## src/rtl/store_buffer_pkg.sv

```systemverilog
// Shared sizing defaults for the store buffer and its address-match helper.
package store_buffer_pkg;
  localparam int SB_W     = 16;
  localparam int SB_DEPTH = 4;

  // Count must hold 0..DEPTH inclusive, so one bit wider than a pointer.
  function automatic int sb_cnt_width(input int depth);
    return $clog2(depth + 1);
  endfunction

  localparam int SB_CNT_W = sb_cnt_width(SB_DEPTH);
endpackage

```

## src/rtl/sb_match.sv

```systemverilog
// Combinational store-to-load forwarding: youngest valid entry whose address matches wins.
module sb_match
  import store_buffer_pkg::*;
#(
  parameter int DEPTH = SB_DEPTH,
  parameter int W     = SB_W
) (
  input  logic [DEPTH*W-1:0]                i_addr_flat,
  input  logic [DEPTH*W-1:0]                i_data_flat,
  input  logic [$clog2(DEPTH)-1:0]          i_head,
  input  logic [sb_cnt_width(DEPTH)-1:0]    i_count,
  input  logic [W-1:0]                      i_load_addr,
  output logic                              o_hit,
  output logic [W-1:0]                      o_data
);
  localparam int PW = $clog2(DEPTH);
  localparam int CW = sb_cnt_width(DEPTH);

  logic [PW-1:0] w_idx;

  // Walk oldest to youngest so a later match overrides an earlier one.
  always_comb begin
    o_hit  = 1'b0;
    o_data = '0;
    w_idx  = '0;
    for (int k = 0; k < DEPTH; k++) begin
      w_idx = i_head + PW'(k);
      if ((CW'(k) < i_count) && (i_addr_flat[w_idx*W +: W] == i_load_addr)) begin
        o_hit  = 1'b1;
        o_data = i_data_flat[w_idx*W +: W];
      end
    end
  end
endmodule

```

## src/rtl/store_buffer.sv

```systemverilog
// FIFO store buffer between the CPU MEM stage and data memory, with load forwarding
// and background draining whenever the request port is idle.
module store_buffer
  import store_buffer_pkg::*;
#(
  parameter int DEPTH = SB_DEPTH,
  parameter int W     = SB_W
) (
  input  logic         clk,
  input  logic         reset,
  input  logic         req_valid,
  input  logic         req_write,
  input  logic [W-1:0] req_addr,
  input  logic [W-1:0] req_wdata,
  output logic         req_ready,
  output logic         resp_valid,
  output logic [W-1:0] resp_rdata,
  output logic [W-1:0] MemAddr,
  output logic [W-1:0] WriteData,
  output logic         MemWrite,
  output logic         MemRead,
  input  logic [W-1:0] ReadData,
  output logic         full,
  output logic         empty
);
  localparam int PW = $clog2(DEPTH);
  localparam int CW = sb_cnt_width(DEPTH);

  logic [W-1:0]       r_addr_mem [DEPTH];
  logic [W-1:0]       r_data_mem [DEPTH];
  logic [PW-1:0]      r_head;
  logic [PW-1:0]      r_tail;
  logic [CW-1:0]      r_count;
  logic               r_resp_valid;
  logic [W-1:0]       r_resp_rdata;

  logic               w_full;
  logic               w_empty;
  logic               w_accept;
  logic               w_store;
  logic               w_load;
  logic               w_drain;
  logic               w_hit;
  logic [W-1:0]       w_hit_data;
  logic [DEPTH*W-1:0] w_addr_flat;
  logic [DEPTH*W-1:0] w_data_flat;

  assign w_full     = (r_count == CW'(DEPTH));
  assign w_empty    = (r_count == '0);
  assign full       = w_full;
  assign empty      = w_empty;
  assign req_ready  = !w_full && !reset;
  assign w_accept   = req_valid && req_ready;
  assign w_store    = w_accept && req_write;
  assign w_load     = w_accept && !req_write;
  // Memory port is shared: draining only happens on cycles the CPU leaves free.
  assign w_drain    = !w_empty && !w_accept && !reset;
  assign resp_valid = r_resp_valid;
  assign resp_rdata = r_resp_rdata;

  generate
    for (genvar gi = 0; gi < DEPTH; gi++) begin : g_flat
      assign w_addr_flat[gi*W +: W] = r_addr_mem[gi];
      assign w_data_flat[gi*W +: W] = r_data_mem[gi];
    end
  endgenerate

  sb_match #(
    .DEPTH (DEPTH),
    .W     (W)
  ) u_match (
    .i_addr_flat (w_addr_flat),
    .i_data_flat (w_data_flat),
    .i_head      (r_head),
    .i_count     (r_count),
    .i_load_addr (req_addr),
    .o_hit       (w_hit),
    .o_data      (w_hit_data)
  );

  always_ff @(posedge clk) begin
    if (w_store) begin
      r_addr_mem[r_tail] <= req_addr;
      r_data_mem[r_tail] <= req_wdata;
    end
  end

  always_ff @(posedge clk or posedge reset) begin
    if (reset) begin
      r_head       <= '0;
      r_tail       <= '0;
      r_count      <= '0;
      r_resp_valid <= 1'b0;
      r_resp_rdata <= '0;
    end else begin
      if (w_store) r_tail <= r_tail + PW'(1);
      if (w_drain) r_head <= r_head + PW'(1);
      r_count      <= r_count + CW'(w_store) - CW'(w_drain);
      r_resp_valid <= w_load;
      if (w_load) r_resp_rdata <= w_hit ? w_hit_data : ReadData;
    end
  end

  always_comb begin
    MemRead   = 1'b0;
    MemWrite  = 1'b0;
    MemAddr   = '0;
    WriteData = '0;
    if (w_load && !w_hit) begin
      MemRead = 1'b1;
      MemAddr = req_addr;
    end else if (w_drain) begin
      MemWrite  = 1'b1;
      MemAddr   = r_addr_mem[r_head];
      WriteData = r_data_mem[r_head];
    end
  end
endmodule
```

## config.mk

```make
export PLATFORM = sky130hd
export DESIGN_NAME = store_buffer
export DESIGN_NICKNAME = d
export VERILOG_FILES = /design/src/rtl/store_buffer_pkg.sv /design/src/rtl/sb_match.sv /design/src/rtl/store_buffer.sv
export SDC_FILE = /design/constraint.sdc
export NUM_CORES = 1
export LEC_CHECK = 0
export CAP_MARGIN = 20
export CORE_MARGIN = 10
export CORE_UTILIZATION = 32
export DETAILED_ROUTE_END_ITERATION = 8
export HOLD_SLACK_MARGIN = 0.06
export SYNTH_ARGS = -nofsm -noshare
export SYNTH_HDL_FRONTEND = slang
export SYNTH_SLANG_ARGS = --single-unit
```

## constraint.sdc

```tcl
create_clock -name clk -period 11.06 [get_ports clk]
set_input_delay 2.212 -clock clk [delete_from_list [all_inputs] [get_ports clk]]
set_output_delay 2.212 -clock clk [all_outputs]
set_load 0.005 [all_outputs]
```

==> results of run 1 <==
[cells by family after synthesis]
| group | count (synthesis) | synth area share [%] |
|---|---|---|
| xor gates and xnor gates | 62 | 5.42 |
| buffers and inverters | 98 | 4.99 |
| adders and majority gates | 9 | 1.20 |
| and+or+nand+nor | 215 | 11.6 |
| DFF | 152 | 44.4 |
| AOI/OAI and AO/OA | 157 | 11.4 |
| muxes | 173 | 20.9 |
[per-layer routing]
layer	wire [um]	share of wire, %
met5	13	0.045
met4	432	1.5
met3	1800	6.2
met2	13800	47
met1	13100	45
[sequential cells by signal (all words and copies together), names as in the netlist]
name        cells
r_addr_mem     64
r_count         3
r_data_mem     64
r_head          2
r_tail          2
resp_rdata     16
resp_valid      1
[area by class of cell]
cell class,instances,area (um2)
diodes,2,5.00
clock buffers,18,429
clock inverters,14,139
fillers,3005,18900
inverters,15,56.3
multi-input cells,616,5080
flip-flops and latches,152,4450
well taps,396,495
repair buffers,119,1170
[layout by cell type, fill, tap and decap left out, types with 26 or more instances in the layout]
| master | instances |
|---|---|
| nor3_1 | 41 |
| nor2_1 | 26 |
| nand2_1 | 35 |
| clkdlybuf4s50_1 | 105 |
| xnor2_1 | 46 |
| edfxtp_1 | 128 |
| mux2i_1 | 101 |
| a211oi_1 | 27 |
| mux2_2 | 47 |
| o31ai_1 | 33 |
[worst max-delay path: stages]
cell,delay (ns)
clkdlybuf4s50_1,0.73
inv_1,0.17
xnor2_1,0.17
and3_1,0.18
o2111ai_1,0.83
or3_1,0.90
and4_4,0.56
and2_4,0.35
a22o_1,0.24
clkdlybuf4s50_1,0.52
[through the flow]
step           area (um2)  utilization, %  hold slack, ns  total power, uW  cells
5_1_grt             11800            38.5           0.612             2690   1331
3_5_place_dp        11300            36.6           0.573             1990   1298
6_report            11800            38.5           0.579             2550   1332
2_1_floorplan       10000               -           0.524             1640    866
4_1_cts             11800            38.5           0.589             2560   1330
3_3_place_gp        11300            36.6           0.574             1980   1298
[path summary, 6_finish.rpt]
path	startpoint	endpoint	slack, ns
worst min-delay path	r_count[0]	r_count[0]	0.58
worst max-delay path	req_addr[6]	MemAddr[6]	1.97
worst min register to register	r_count[0]	r_count[0]	0.58
min in group asynchronous	reset	r_tail[0]	2.28
max in group asynchronous	reset	r_head[1]	8.44
worst max register to register	r_head[1]	resp_rdata[13]	5.38
[power by group through the flow]
stage	logic (uW)	registers, uW	clock network [uW]
3_3_place_gp	1170	815	0
3_5_place_dp	1170	817	0
4_1_cts	1180	807	577
2_1_floorplan	917	724	0
6_report	1170	805	568
5_1_grt	1270	819	601
==> results_dict.tcl, run 1 <==
set metrics [dict create \
    outcome "complete, no violations" \
    power_frac_comb_pct 46.1 \
    power_frac_seq_pct 31.6 \
    insertion_delay_ns 0.43 \
    p_per_area_mw_per_mm2 215 \
    setup_ws_ns 1.97 \
    vias_per_cell 5.57 \
    grtUsageMet2_pct 23.6 \
    netlist_area_mm2 0.0100 \
    die_x_um 197 \
    dpl.hpwl_mm 19.0 \
    grt_util_met1_pct 19.6 \
    finalHoldViolCount 0 \
    firstDrtPassIters 5 \
    worstSetupStartpointType "primary input" \
    rsz0062_at_grt "no" \
    drt-wirelength-per-cell_um 21.9 \
    grt_use_total_pct 14.8 \
    skew_ns 0.00739 \
    ys_async_sr_fraction_pct 15.8 \
    p_int_uw 1580 \
    synth_top_area_share_pct 38.4 \
    drtIter0Drc 531 \
    setup_viol 0 \
    antenna_left 0 \
    peakVddDrop_v 0.000127 \
    cts.sinks 152 \
    nets 982 \
    ys_seq_elements 152 \
    rows 64 \
    cts_max_path_buffers 2 \
    coreArea_mm2 0.0307 \
    synth.most_common_cell "edfxtp_1" \
    cts_tree "yes" \
    ys_seq_area_share_pct 44.4 \
    grt.busiest_layer "met2" \
    hold_buffers 0 \
    post-place-ws_ns 2.02 \
    cap_violations 0 \
    slew_headroom_pct 28.1 \
    setup.worst_path.class "primary input to primary output" \
    grt_pass1_vias 7384 \
    cp_data_arrival_time_ns 6.88 \
    die_area_mm2 0.0388 \
    min_period_ns 9.09 \
    grt_max_degree 90 \
    cts_root_buffer "clkbuf_16" \
    synth_nets 927 \
    antenna_found_initial 3 \
    route.vias.total 7415 \
    post-route-period-util_pct 82.2 \
    clk_pin_slew_ns 0.07 \
    initial_utilization_pct 32.6 \
    drive_gt1_share_pct 14.1 \
    ys_warn_count 0 \
    io_pins 106 \
    cellLeakagePower_uw 0.00410 \
    postCtsSetupBuffers 0 \
    gp_congestion 0.812 \
    slew_viol_final 0 \
    tightest_slew_ns 1.08 \
    yosys.cell_types.count 58 \
    synth_common_cells "edfxtp_1 (128), mux2i_1 (101), clkbuf_1 (47), mux2_2 (47), xnor2_1 (46)" \
    fp.dieH_um 197 \
    power_switching_uw 968 \
    syn2layout_area_growth_pct 18.2 \
    fmax_mhz 110 \
    synth_enable_flop_cells 128 \
    cts_max_level 4 \
    critPathRequiredTime_ns 8.85 \
    worstHoldPathCells 1 \
    hold_path.class "flop to flop" \
    r2r_cells 9 \
    grt.met3_usage_pct 3.39 \
    cp-end-kind "primary output" \
    drc 0 \
    yosys-top-cells-area "edfxtp_1 (38%), mux2i_1 (10%), dfrtp_1 (6.0%)" \
    dominantRegCellSynth "edfxtp_1" \
    yosysTopAreaCell "edfxtp_1" \
    grt_overflow 0 \
    wl_mm 29.1 \
    p_sw_share_pct 38.0 \
    tns_ns 0 \
    portBuffers 105 \
    avgSynthCellArea_um2 11.6 \
    cts_resized 0 \
    crit_fanout 26 \
    grt_first_pass_wirelength_mm 44.8 \
    cts_made_buffers 17 \
    synthCells 866 \
    pwr-share-clk_pct 22.3 \
]
No activity file was read; power rests on OpenSTA's default activity.
==> inputs of run 2 (changes only) <==
Clock period 11.06 ns to 8.95 ns, I/O delays scaled along.
==> run 2 against run 1 <==
Register-to-register slack worse by 1.5 ns. Clock power grew 21%. Final cell count is 0.30% higher. Cell area about the same. Via count down 0.24%. Routed wire length decreased by 1.5%. Critical path depth is 1 lower. First-iteration DRC count is 1.7% lower. Sequential cell count did not move. Die area stayed put. Sequential power rose by 22%.
==> results_dict.tcl, run 2 (synthesized netlist as in run 1, its figures left out) <==
set metrics [dict create \
    gp_congestion 0.812 \
    hold_path.class "flop to flop" \
    antenna_left 0 \
    skew_ns 0.0115 \
    path_cells "clkdlybuf4s50_1, xor2_1, a32oi_1, or4_1, or3_1, and4_4, and2_4, a22o_1, clkdlybuf4s50_1" \
    cts.sinks 152 \
    drtIter0Drc 522 \
    critPathMostFrequentCell "clkdlybuf4s50_1" \
    tightest_slew_ns 1.08 \
    power_uw 3130 \
    pwr-share-clk_pct 22.0 \
    cts_max_level 4 \
    grt_max_degree 57 \
    hold_buffers 0 \
    grt_overflow 0 \
    insertion_delay_ns 0.43 \
    cts_made_buffers 17 \
    cts_max_path_buffers 2 \
    outcome "complete, no violations" \
    rsz0062_at_grt "no" \
    drt-wirelength-per-cell_um 21.5 \
    min_period_ns 7.38 \
    grt_use_total_pct 14.6 \
    final_common_cell "edfxtp_1" \
    fp.dieH_um 197 \
    power_frac_seq_pct 31.4 \
    min_to "r_count[0]" \
    r2r-end "resp_rdata[15]" \
    hp-start "r_count[0]" \
    post-route-period-util_pct 82.4 \
    clk_pin_slew_ns 0.06 \
    firstDrtPassIters 5 \
    setup_viol 0 \
    cp-end-kind "primary output" \
    drc 0 \
    p_sw_share_pct 37.8 \
    rrSetupSlack_ns 3.85 \
    postCtsSetupBuffers 0 \
    power_switching_uw 1180 \
    peakVddDrop_v 0.000162 \
    coreArea_mm2 0.0307 \
    critPathMaxStageDelay_ns 0.87 \
    portBuffers 105 \
    worstSetupStartpointType "primary input" \
    dpl.hpwl_mm 19.0 \
    p_int_uw 1950 \
    placedCellCount 1303 \
    cts_tree "yes" \
    vias_per_cell 5.54 \
    worstHoldPathCells 1 \
    grt_first_pass_wirelength_mm 44.1 \
    syn2layout_area_growth_pct 18.3 \
    cts_resized 0 \
    critPathTopFamily "simple AND/OR/NAND/NOR gates" \
    cts_root_buffer "clkbuf_16" \
    power_frac_comb_pct 46.6 \
    worst_r2r_startpoint "r_head[0]" \
    startpoint "req_addr[3]" \
    cp_data_arrival_time_ns 5.59 \
    p_per_area_mw_per_mm2 264 \
    worst_path_max_delay_cell "clkdlybuf4s50_1" \
    finish.utilization_pct 38.5 \
    grt_pass1_vias 7262 \
    finalHoldViolCount 0 \
    route.vias.total 7397 \
    rows 64 \
    r2r_cells 9 \
    die_x_um 197 \
    layout.cells.non_filler 1336 \
    tns_ns 0 \
    drive_gt1_share_pct 14.4 \
    slew_headroom_pct 27.7 \
    initial_utilization_pct 32.6 \
    io_pins 106 \
    slew_viol_final 0 \
    cp_num_buf_inv 2 \
    cap_violations 0 \
    fmax_mhz 136 \
    layout_common_cells "edfxtp_1 (128), clkdlybuf4s50_1 (105), mux2i_1 (101)" \
    setup.worst_path.class "primary input to primary output" \
    crit_fanout 17 \
    antenna_found_initial 1 \
    cellLeakagePower_uw 0.00411 \
    wl_mm 28.7 \
    die_area_mm2 0.0388 \
    critPathRequiredTime_ns 7.16 \
    nets 987 \
]
==> run 2: layout make-up <==
class / count / area (um2)
Clock inverter: 13 / 123
Inverter: 15 / 56.3
Tap cell: 396 / 495
Sequential cell: 152 / 4450
Clock buffer: 19 / 433
Multi-Input combinational cell: 616 / 5080
Timing Repair Buffer: 124 / 1190
Fill cell: 2986 / 18900
Antenna cell: 1 / 2.50
==> run 2: power groups by stage <==
stage	sequential [uW]	combinational (uW)	clock (uW)
after global routing	999	1580	724
final	982	1460	688
after floorplan	895	1130	0
after CTS	985	1470	697
after global placement	996	1450	0
after detailed placement	1000	1460	0
==> run 2: through the flow <==
| stage | setup slack (ns) | hold WS (ns) | area [um2] |
|---|---|---|---|
| 2_1_floorplan | 2.77 | 0.524 | 10000 |
| 3_3_place_gp | 1.65 | 0.571 | 11300 |
| 3_5_place_dp | 1.61 | 0.568 | 11300 |
| 4_1_cts | 1.60 | 0.583 | 11800 |
| 5_1_grt | 1.36 | 0.620 | 11800 |
| 6_report | 1.57 | 0.576 | 11800 |
==> run 2: layer usage <==
metal,vias up,GRT usage (%),wire length (um)
met5,-,0,0
met4,0,4.81,478
met3,33,2.91,1450
met2,190,23.4,13600
met1,3728,19.4,13200
li1,3446,-,-
==> run 2: how the worst max path moves through the flow <==
stage	endpoint	depth (start not counted)
after floorplan	MemAddr[10]	13
after global placement	MemAddr[3]	9
after detailed placement	MemAddr[3]	9
after CTS	MemAddr[14]	9
after global routing	MemAddr[14]	9
final	MemAddr[14]	9
==> inputs of run 3 (changes only) <==
Clock period 8.95 ns to 6.1 ns, I/O delays scaled along.
==> run 3 against run 2 <==
First-iteration DRC count fell by 2.7%. Non-clock buffer count rose by 23. Largest cell class unchanged. Routed wire length rose by 2.4%. Core utilization rose by 0.65 points. Critical path depth did not move. Worst setup slack got worse by 1.4 ns. Sequential share of layout area fell by 0.63 points.
==> results_dict.tcl, run 3 (synthesized netlist as in run 1, its figures left out) <==
set metrics [dict create \
    outcome "complete, no violations" \
    worst_path_max_delay_cell "clkdlybuf4s50_1" \
    tns_ns 0 \
    peakVddDrop_v 0.000215 \
    syn2layout_area_growth_pct 20.3 \
    die_area_mm2 0.0388 \
    postCtsSetupBuffers 0 \
    power_frac_comb_pct 47.9 \
    fmax_mhz 170 \
    path_cells "clkdlybuf4s50_1, o22ai_1, a2111oi_2, a21oi_1, or4_1, and4_4, and2_4, a22o_1, clkdlybuf4s50_1" \
    worstHoldPathCells 1 \
    power_frac_seq_pct 29.9 \
    p_int_uw 2930 \
    grt_max_degree 66 \
    cts_max_level 4 \
    pwr-share-clk_pct 22.2 \
    worstSetupStartpointType "primary input" \
    cts_tree "yes" \
    portBuffers 105 \
    antenna_found_initial 3 \
    nets 1010 \
    cts_root_buffer "clkbuf_16" \
    cellLeakagePower_uw 0.00425 \
    antenna_left 0 \
    gp_congestion 0.867 \
    finalHoldViolCount 0 \
    grt_first_pass_wirelength_mm 45.4 \
    fp.dieH_um 197 \
    initial_utilization_pct 32.6 \
    hold_path.class "flop to flop" \
    drc 0 \
    setup_viol 0 \
    grt_use_total_pct 15.1 \
    cts_max_path_buffers 2 \
    critPathMostFrequentCell "clkdlybuf4s50_1" \
    cts.sinks 152 \
    rsz0062_at_grt "no" \
    critPathMaxStageDelay_ns 0.82 \
    route.vias.total 7503 \
    dpl.hpwl_mm 19.9 \
    cp_data_arrival_time_ns 4.68 \
    cap_violations 0 \
    p_per_area_mw_per_mm2 389 \
    wl_mm 29.4 \
    p_sw_share_pct 37.5 \
    r2r_cells 10 \
    skew_ns 0.00917 \
    io_pins 106 \
    power_switching_uw 1750 \
    drive_gt1_share_pct 16.5 \
    critPathTopFamily "buffers and inverters" \
    dpl_cell_area_mm2 0.0115 \
    worstSetupPathDepth 9 \
    crit_fanout 17 \
    placedCellCount 1326 \
    rows 64 \
    design_area_mm2 0.0120 \
    tightest_slew_ns 0.959 \
    insertion_delay_ns 0.43 \
    layout.cells.non_filler 1361 \
    drtIter0Drc 508 \
    clk_pin_slew_ns 0.06 \
    drt-wirelength-per-cell_um 21.6 \
    firstDrtPassIters 5 \
    slew_viol_final 0 \
    cp_num_buf_inv 2 \
    slew_headroom_pct 36.1 \
    hold_buffers 0 \
    cts_made_buffers 17 \
    coreArea_mm2 0.0307 \
    cts_resized 0 \
    vias_per_cell 5.51 \
    final_common_cell "edfxtp_1" \
    post-route-period-util_pct 96.7 \
    critPathRequiredTime_ns 4.88 \
    cp-end-kind "primary output" \
    die_x_um 197 \
    layout_common_cells "edfxtp_1 (128), clkdlybuf4s50_1 (105), mux2i_1 (101)" \
    grt_overflow 0 \
    grt_pass1_vias 7524 \
    min_period_ns 5.90 \
    setup.worst_path.class "primary input to primary output" \
]
## run 3: metrics by stage
step | setup slack [ns] | utilization [%] | hold slack (ns) | power, uW
global placement | 0.290 | 37.3 | 0.562 | 3650
CTS | 0.228 | 39.1 | 0.577 | 4700
detailed placement | 0.235 | 37.3 | 0.564 | 3660
finish | 0.201 | 39.2 | 0.575 | 4680
floorplan | 1.06 | - | 0.524 | 2980
global route | 0.00329 | 39.1 | 0.609 | 4950
## run 3: power groups by stage
| stage | Sequential [uW] | Combinational, uW | Clock, uW |
|---|---|---|---|
| 5_1_grt | 1420 | 2430 | 1100 |
| 4_1_cts | 1400 | 2250 | 1050 |
| 6_report | 1400 | 2240 | 1040 |
| 3_3_place_gp | 1420 | 2230 | 0 |
| 3_5_place_dp | 1420 | 2230 | 0 |
| 2_1_floorplan | 1310 | 1660 | 0 |
## run 3: final timing paths
check,to,startpoint,slack [ns]
setup / recovery,MemAddr[11],req_addr[3],0.20
hold / removal,r_count[0],r_count[0],0.58
setup reg to reg,resp_rdata[9],r_head[0],1.77
hold reg to reg,r_count[0],r_count[0],0.58
max in group asynchronous,r_head[0],reset,4.48
min in group asynchronous,resp_rdata[15],reset,1.30
## run 3: final cells by class
cell class | count | area, um2
Timing Repair Buffer | 147 | 1370
Clock buffer | 19 | 433
Sequential cell | 152 | 4450
Clock inverter | 13 | 145
Antenna cell | 3 | 7.51
Tap cell | 396 | 495
Multi-Input combinational cell | 616 | 5080
Fill cell | 2961 | 18700
Inverter | 15 | 56.3
## run 3: routing by layer
| metal | wire (um) | part of all wire (%) | vias up | track usage [%] |
|---|---|---|---|---|
| li1 | - | - | 3499 | - |
| met1 | 13200 | 45 | 3768 | 19.4 |
| met2 | 14300 | 48 | 200 | 25.0 |
| met3 | 1380 | 4.7 | 34 | 2.62 |
| met4 | 537 | 1.8 | 2 | 5.21 |
| met5 | 12 | 0.041 | - | 0 |
## run 3: worst reg2reg max path, cell delays in order, from the launching register on
cell       delay [ns]
dfrtp_4          0.77
buf_4            0.40
mux4_2           0.37
xnor2_1          0.17
o2111ai_1        0.14
or4_1            0.54
or3_1            0.39
buf_4            0.25
nand3_1          0.70
o31ai_1          0.18
o31ai_1          0.29
